$ cat src/rtl/lsu_pkg.sv
// Purpose: shared types, funct3 encodings and access-size helpers for the load/store sequencer.
// Latency: n/a (types and pure functions only).
// Backpressure: n/a.
package lsu_pkg;

  typedef enum logic [1:0] {
    IDLE = 2'd0,
    RD   = 2'd1,
    WR   = 2'd2,
    DONE = 2'd3
  } state_t;

  localparam logic [2:0] F3_B  = 3'b000;
  localparam logic [2:0] F3_H  = 3'b001;
  localparam logic [2:0] F3_W  = 3'b010;
  localparam logic [2:0] F3_D  = 3'b011;
  localparam logic [2:0] F3_BU = 3'b100;
  localparam logic [2:0] F3_HU = 3'b101;
  localparam logic [2:0] F3_WU = 3'b110;

  // Byte-lane mask of an access at lane offset 0; funct3[1:0] encodes log2(size).
  function automatic logic [7:0] lane_bytes(input logic [2:0] f3);
    case (f3[1:0])
      2'd0:    return 8'h01;
      2'd1:    return 8'h03;
      2'd2:    return 8'h0F;
      default: return 8'hFF;
    endcase
  endfunction

  // An access is misaligned when any offset bit below its natural size is set.
  function automatic logic misaligned(input logic [2:0] f3, input logic [2:0] off);
    case (f3[1:0])
      2'd0:    return 1'b0;
      2'd1:    return off[0];
      2'd2:    return |off[1:0];
      default: return |off;
    endcase
  endfunction

endpackage

$ cat src/rtl/lsu_lane.sv
// Purpose: byte-lane extraction/extension for loads and lane merge for sub-word stores.
// Latency: combinational.
// Backpressure: none.
// Ports: dword (doubleword from memory/buffer), offset (addr[2:0]), funct3, wdata (store data)
//        -> load_val (extended load result), store_dw (dword with selected lanes replaced).
module lsu_lane
  import lsu_pkg::*;
(
  input  logic [63:0] dword,
  input  logic [2:0]  offset,
  input  logic [2:0]  funct3,
  input  logic [63:0] wdata,
  output logic [63:0] load_val,
  output logic [63:0] store_dw
);

  logic [63:0] shifted;
  logic [63:0] wd_shift;
  logic [63:0] bit_mask;
  logic [7:0]  lane_mask;

  always_comb begin
    // Little-endian: lane k lives at bits 8k+7:8k, so shift the target lane down to bit 0.
    shifted = dword >> {offset, 3'b000};
    case (funct3[1:0])
      2'd0:    load_val = funct3[2] ? {56'd0, shifted[7:0]}  : {{56{shifted[7]}},  shifted[7:0]};
      2'd1:    load_val = funct3[2] ? {48'd0, shifted[15:0]} : {{48{shifted[15]}}, shifted[15:0]};
      2'd2:    load_val = funct3[2] ? {32'd0, shifted[31:0]} : {{32{shifted[31]}}, shifted[31:0]};
      default: load_val = shifted;
    endcase
  end

  always_comb begin
    lane_mask = lane_bytes(funct3) << offset;
    bit_mask  = '0;
    for (int k = 0; k < 8; k++) begin
      bit_mask[8*k +: 8] = {8{lane_mask[k]}};
    end
    wd_shift = wdata << {offset, 3'b000};
    // A doubleword access has a full mask, so the result is wdata regardless of dword.
    store_dw = (dword & ~bit_mask) | (wd_shift & bit_mask);
  end

endmodule

$ cat src/rtl/lsu_seq.sv
// Purpose: load/store sequencer between the multicycle control unit and 64-bit data memory.
// Latency: load MEM_LAT+1, sd 2, sb/sh/sw MEM_LAT+2, illegal access 1 cycle (accept edge to done).
// Backpressure: one access at a time; req is ignored (not queued) while busy.
// Ports: clk, rst (async active-low); req/we/funct3/addr/wdata request; busy/done/err/rdata status;
//        mem_addr/mem_wdata/mem_wr/mem_rdata doubleword memory interface.
module lsu_seq
  import lsu_pkg::*;
#(
  parameter int MEM_LAT = 1
) (
  input  logic        clk,
  input  logic        rst,
  input  logic        req,
  input  logic        we,
  input  logic [2:0]  funct3,
  input  logic [63:0] addr,
  input  logic [63:0] wdata,
  output logic        busy,
  output logic        done,
  output logic        err,
  output logic [63:0] rdata,
  output logic [63:0] mem_addr,
  output logic [63:0] mem_wdata,
  output logic        mem_wr,
  input  logic [63:0] mem_rdata
);

  state_t      state, state_nxt;
  logic [2:0]  cnt;
  logic        we_q;
  logic [2:0]  f3_q;
  logic [2:0]  off_q;
  logic [63:0] wdata_q;
  logic [63:0] buf_q;
  logic        err_q;
  logic        accept;
  logic        illegal;
  logic        rd_last;
  logic [63:0] lane_dw;
  logic [63:0] load_val;
  logic [63:0] store_dw;

  assign accept  = (state == IDLE) && req;
  assign illegal = (we ? funct3[2] : (funct3 == 3'b111)) || misaligned(funct3, addr[2:0]);
  assign rd_last = (state == RD) && (cnt == 3'd0);

  // State register
  always_ff @(posedge clk or negedge rst) begin
    if (!rst) state <= IDLE;
    else      state <= state_nxt;
  end

  // Next-state logic
  always_comb begin
    state_nxt = state;
    case (state)
      IDLE: if (req) begin
        if (illegal)                       state_nxt = DONE;
        else if (we && funct3[1:0] == 2'd3) state_nxt = WR;
        else                               state_nxt = RD;
      end
      RD:   if (cnt == 3'd0) state_nxt = we_q ? WR : DONE;
      WR:   state_nxt = DONE;
      DONE: state_nxt = IDLE;
      default: state_nxt = IDLE;
    endcase
  end

  // Outputs decoded from state; reset forces IDLE so mem_wr drops without a clock edge.
  always_comb begin
    busy      = (state != IDLE);
    done      = (state == DONE);
    err       = (state == DONE) && err_q;
    mem_wr    = (state == WR);
    mem_wdata = (state == WR) ? store_dw : '0;
  end

  // During RD the lane unit sees live memory data so rdata can be loaded on the capture edge;
  // in WR it merges into the captured buffer.
  assign lane_dw = (state == RD) ? mem_rdata : buf_q;

  lsu_lane u_lane (
    .dword    (lane_dw),
    .offset   (off_q),
    .funct3   (f3_q),
    .wdata    (wdata_q),
    .load_val (load_val),
    .store_dw (store_dw)
  );

  always_ff @(posedge clk or negedge rst) begin
    if (!rst) begin
      cnt      <= '0;
      we_q     <= 1'b0;
      f3_q     <= '0;
      off_q    <= '0;
      wdata_q  <= '0;
      buf_q    <= '0;
      err_q    <= 1'b0;
      rdata    <= '0;
      mem_addr <= '0;
    end else begin
      if (accept) begin
        we_q    <= we;
        f3_q    <= funct3;
        off_q   <= addr[2:0];
        wdata_q <= wdata;
        err_q   <= illegal;
        cnt     <= 3'(MEM_LAT - 1);
        // An illegal access touches no memory, so the address port keeps its last value.
        if (!illegal) mem_addr <= {addr[63:3], 3'b000};
      end
      if (state == RD && !rd_last) cnt <= cnt - 3'd1;
      if (rd_last) begin
        buf_q <= mem_rdata;
        if (!we_q) rdata <= load_val;
      end
    end
  end

endmodule

$ cat config.mk
export PLATFORM = sky130hd
export DESIGN_NAME = lsu_seq
export DESIGN_NICKNAME = d
export VERILOG_FILES = /design/src/rtl/lsu_pkg.sv /design/src/rtl/lsu_lane.sv /design/src/rtl/lsu_seq.sv
export SDC_FILE = /design/constraint.sdc
export NUM_CORES = 1
export LEC_CHECK = 0
export ABC_CLOCK_PERIOD_IN_PS = 5340
export BUFFER_PORTS_ARGS = -buffer_cell sky130_fd_sc_hd__buf_2
export CORE_ASPECT_RATIO = 0.9
export CORE_UTILIZATION = 32
export CTS_BUF_LIST = sky130_fd_sc_hd__clkbuf_8
export DETAILED_ROUTE_END_ITERATION = 16
export SLEW_MARGIN = 20
export SYNTH_ARGS = -nofsm -noshare
export SYNTH_HDL_FRONTEND = slang
export SYNTH_SLANG_ARGS = --single-unit
$ cat constraint.sdc
create_clock -name clk -period 5.34 [get_ports clk]
set_input_delay 0.534 -clock clk [delete_from_list [all_inputs] [get_ports clk]]
set_output_delay 0.534 -clock clk [all_outputs]
set_load 0.02 [all_outputs]
==> impl_metrics.env <==
export IMPL_avgViaCountPerCell=5.57
export IMPL_path_class="reg2out"
export IMPL_setup_viol=0
export IMPL_cp_max_fo=29
export IMPL_grt_pass1_vias=13600
export IMPL_crit_arrival_ns=4.02
export IMPL_clk_latency_ns=0.66
export IMPL_synth_top_area_share_pct=41.2
export IMPL_power_density_nw_per_um2=800
export IMPL_fin_util_pct=39.4
export IMPL_cts_tree="yes"
export IMPL_nets=1987
export IMPL_grt_pass1_wl_um=92900
export IMPL_hold_depth=2
export IMPL_synth_edf_count=0
export IMPL_fp_coreArea_um2=49400
export IMPL_place_gp_congestion=0.935
export IMPL_rr_worst_depth=5
export IMPL_cp_slowest_stage_delay_ns=1.06
export IMPL_io_pins=395
export IMPL_port_buffers=391
export IMPL_area_growth_pct=20.8
export IMPL_tns_ns=0
export IMPL_tightest_slew_ns=1.10
export IMPL_min_path_type="in2reg"
export IMPL_drtIter0Drc=1406
export IMPL_hold_start="wdata[1]"
export IMPL_synth_area_um2=16100
export IMPL_ir_worst_vdd_uv=379
export IMPL_p_total_mw=15.6
export IMPL_cts_sinks=266
export IMPL_leakagePower_nw=8.93
export IMPL_crit_family="simple AND/OR/NAND/NOR gates"
export IMPL_ys_seq_elements=266
export IMPL_cts_made_buffers=50
export IMPL_grt_usage_pct=24.5
export IMPL_critPathRequiredTime_ns=4.81
export IMPL_r2r_start="off_q[2]$_DFFE_PN0P_"
export IMPL_finalCritPeriodShare_pct=85.2
export IMPL_rsz0062_at_grt="no"
export IMPL_die_w_um=239
export IMPL_post_layout_nonfiller_instances=2489
export IMPL_rows=77
export IMPL_yosysWarningCount=0
export IMPL_ant_nets=0
export IMPL_yosys_top_cells_area="dfrtp_1, mux2_2, mux2i_1, mux4_2, nand2_1"
export IMPL_rrSetupSlack_ns=1.57
export IMPL_critPathCaptureType="output port"
export IMPL_h_tree_depth=2
export IMPL_overflow=0
export IMPL_synth_area_per_cell_um2=11.3
export IMPL_cp_start_kind="flip-flop"
export IMPL_synth_ff_type="dfrtp_1"
export IMPL_yosys_top_cells_count="dfrtp_1, mux2_2, mux2i_1"
export IMPL_start_util_pct=32.7
export IMPL_crit_path_frequent_cell="a211oi_1"
export IMPL_post_drt_wl_per_cell_um=25.7
export IMPL_root_buffer="clkbuf_8"
export IMPL_via_count=13900
export IMPL_syn_instance_count=1431
export IMPL_finalMaxSlewViolations=0
export IMPL_yosysMostFrequentCell="dfrtp_1"
export IMPL_postPlaceCellArea_um2=18500
export IMPL_skew_ns=0.0672
export IMPL_cp_cell_sequence="clkinv_1 -> nand2_1 -> nor2_1 -> a211oi_1 -> a211oi_1 -> buf_2"
export IMPL_synthArstFlopShare_pct=100
export IMPL_totalWireLength_um=64000
export IMPL_antenna_found_initial=7
export IMPL_clockBufferDepth=3
export IMPL_outcome="finished, final reports clean"
export IMPL_seq_area_frac_synth_pct=41.2
export IMPL_dp_cells=2399
export IMPL_max_freq_ghz=0.220
export IMPL_crit_buf_inv=2
export IMPL_dieArea_um2=51300
export IMPL_drcViolationCount=0
export IMPL_synth_area_leader_cell="dfrtp_1"
export IMPL_final_area_um2=19500
export IMPL_r2r_end="rdata[18]$_DFFE_PN0P_"
export IMPL_crit_slowest_cell="nand2_1"
export IMPL_drive_gt1_share_pct=43.6
export IMPL_hold_path_end="wdata_q[1]$_DFFE_PN0P_"
export IMPL_drt_first_pass_iters=5
export IMPL_relSlewSlack_pct=26.7
export IMPL_dieHeight_um=215
export IMPL_dp_hpwl_um=48900
export IMPL_path_clk_slew_ns=0.07
export IMPL_final_hold_violation_count=0
export IMPL_crit_start="off_q[2]$_DFFE_PN0P_"
export IMPL_grt_start_max_net_pins=109
export IMPL_period_minus_slack_ns=4.55
export IMPL_yosys_cell_types_count=58
export IMPL_maxCapViolCount=0
[state kept, by name, summed over array words and instances (netlist names)]
name      count
f3_q          3
buf_q        64
rdata        64
err_q         1
we_q          1
state         2
wdata_q      64
mem_addr     61
cnt           3
off_q         3
[cell type report]
type / instances / area, um^2
inverter: 10 / 37.5
tap: 671 / 840
timing repair buffer: 418 / 2200
fill: 4891 / 29900
antenna: 5 / 12.5
clock inverter: 20 / 90.1
clock buffer: 64 / 881
sequential: 266 / 6670
multi-input combinational: 1035 / 8770
[worst max path at each step]
stage               slack (ns)  cells after the start             to
finish                    0.79                      6  mem_wdata[41]
global route              0.52                      6  mem_wdata[41]
CTS                       0.87                      6  mem_wdata[41]
detailed placement        1.54                      6  mem_wdata[41]
global placement          1.66                      6  mem_wdata[41]
floorplan                 2.49                      9  mem_wdata[47]
[power breakdown]
part	internal, mW	leakage, nW	switching (mW)
combinational	3.69	5.24	5.67
clock	1.06	0.553	0.926
sequential	3.06	3.14	1.19
[layout by cell type, fill, tap and decap left out, types with 22 or more instances in the layout]
master      n
nor2_1    105
a21oi_1    34
a31oi_1    50
mux2i_1   142
buf_4      24
dfrtp_1   263
buf_2     390
mux4_2     38
mux2_2    247
clkbuf_8   64
nand2_1   123
a211oi_1   52
inv_1      23
o211a_1    28
o21ai_0    22
[stage by stage]
step           hold slack (ns)  setup slack [ns]
2_1_floorplan            0.238              2.49
3_3_place_gp             0.465              1.66
3_5_place_dp             0.470              1.54
4_1_cts                 0.0691             0.866
5_1_grt                 0.0980             0.524
6_report                 0.131             0.788
[kinds of logic after synthesis]
| family | share of synthesized area, % |
|---|---|
| AO/OA/AOI/OAI | 12.6 |
| adder cells (fa/ha/maj) | 0.543 |
| buffers and inverters | 4.66 |
| flip-flops | 41.2 |
| multiplexers | 32.6 |
| other | 0.0232 |
| AND/OR/NAND/NOR | 8.41 |
[routing by layer]
metal / track usage [%] / routed length (um)
met5: 0 / 13
met4: 8.53 / 2140
met3: 5.88 / 5820
met2: 36.7 / 28300
met1: 34.3 / 27700
[what timing repair did]
action,in CTS,in global routing
gates resized for setup,0,0
hold endpoints to repair,67,0
setup buffers,0,0
hold buffers,1,0
No activity file was read; power rests on OpenSTA's default activity.
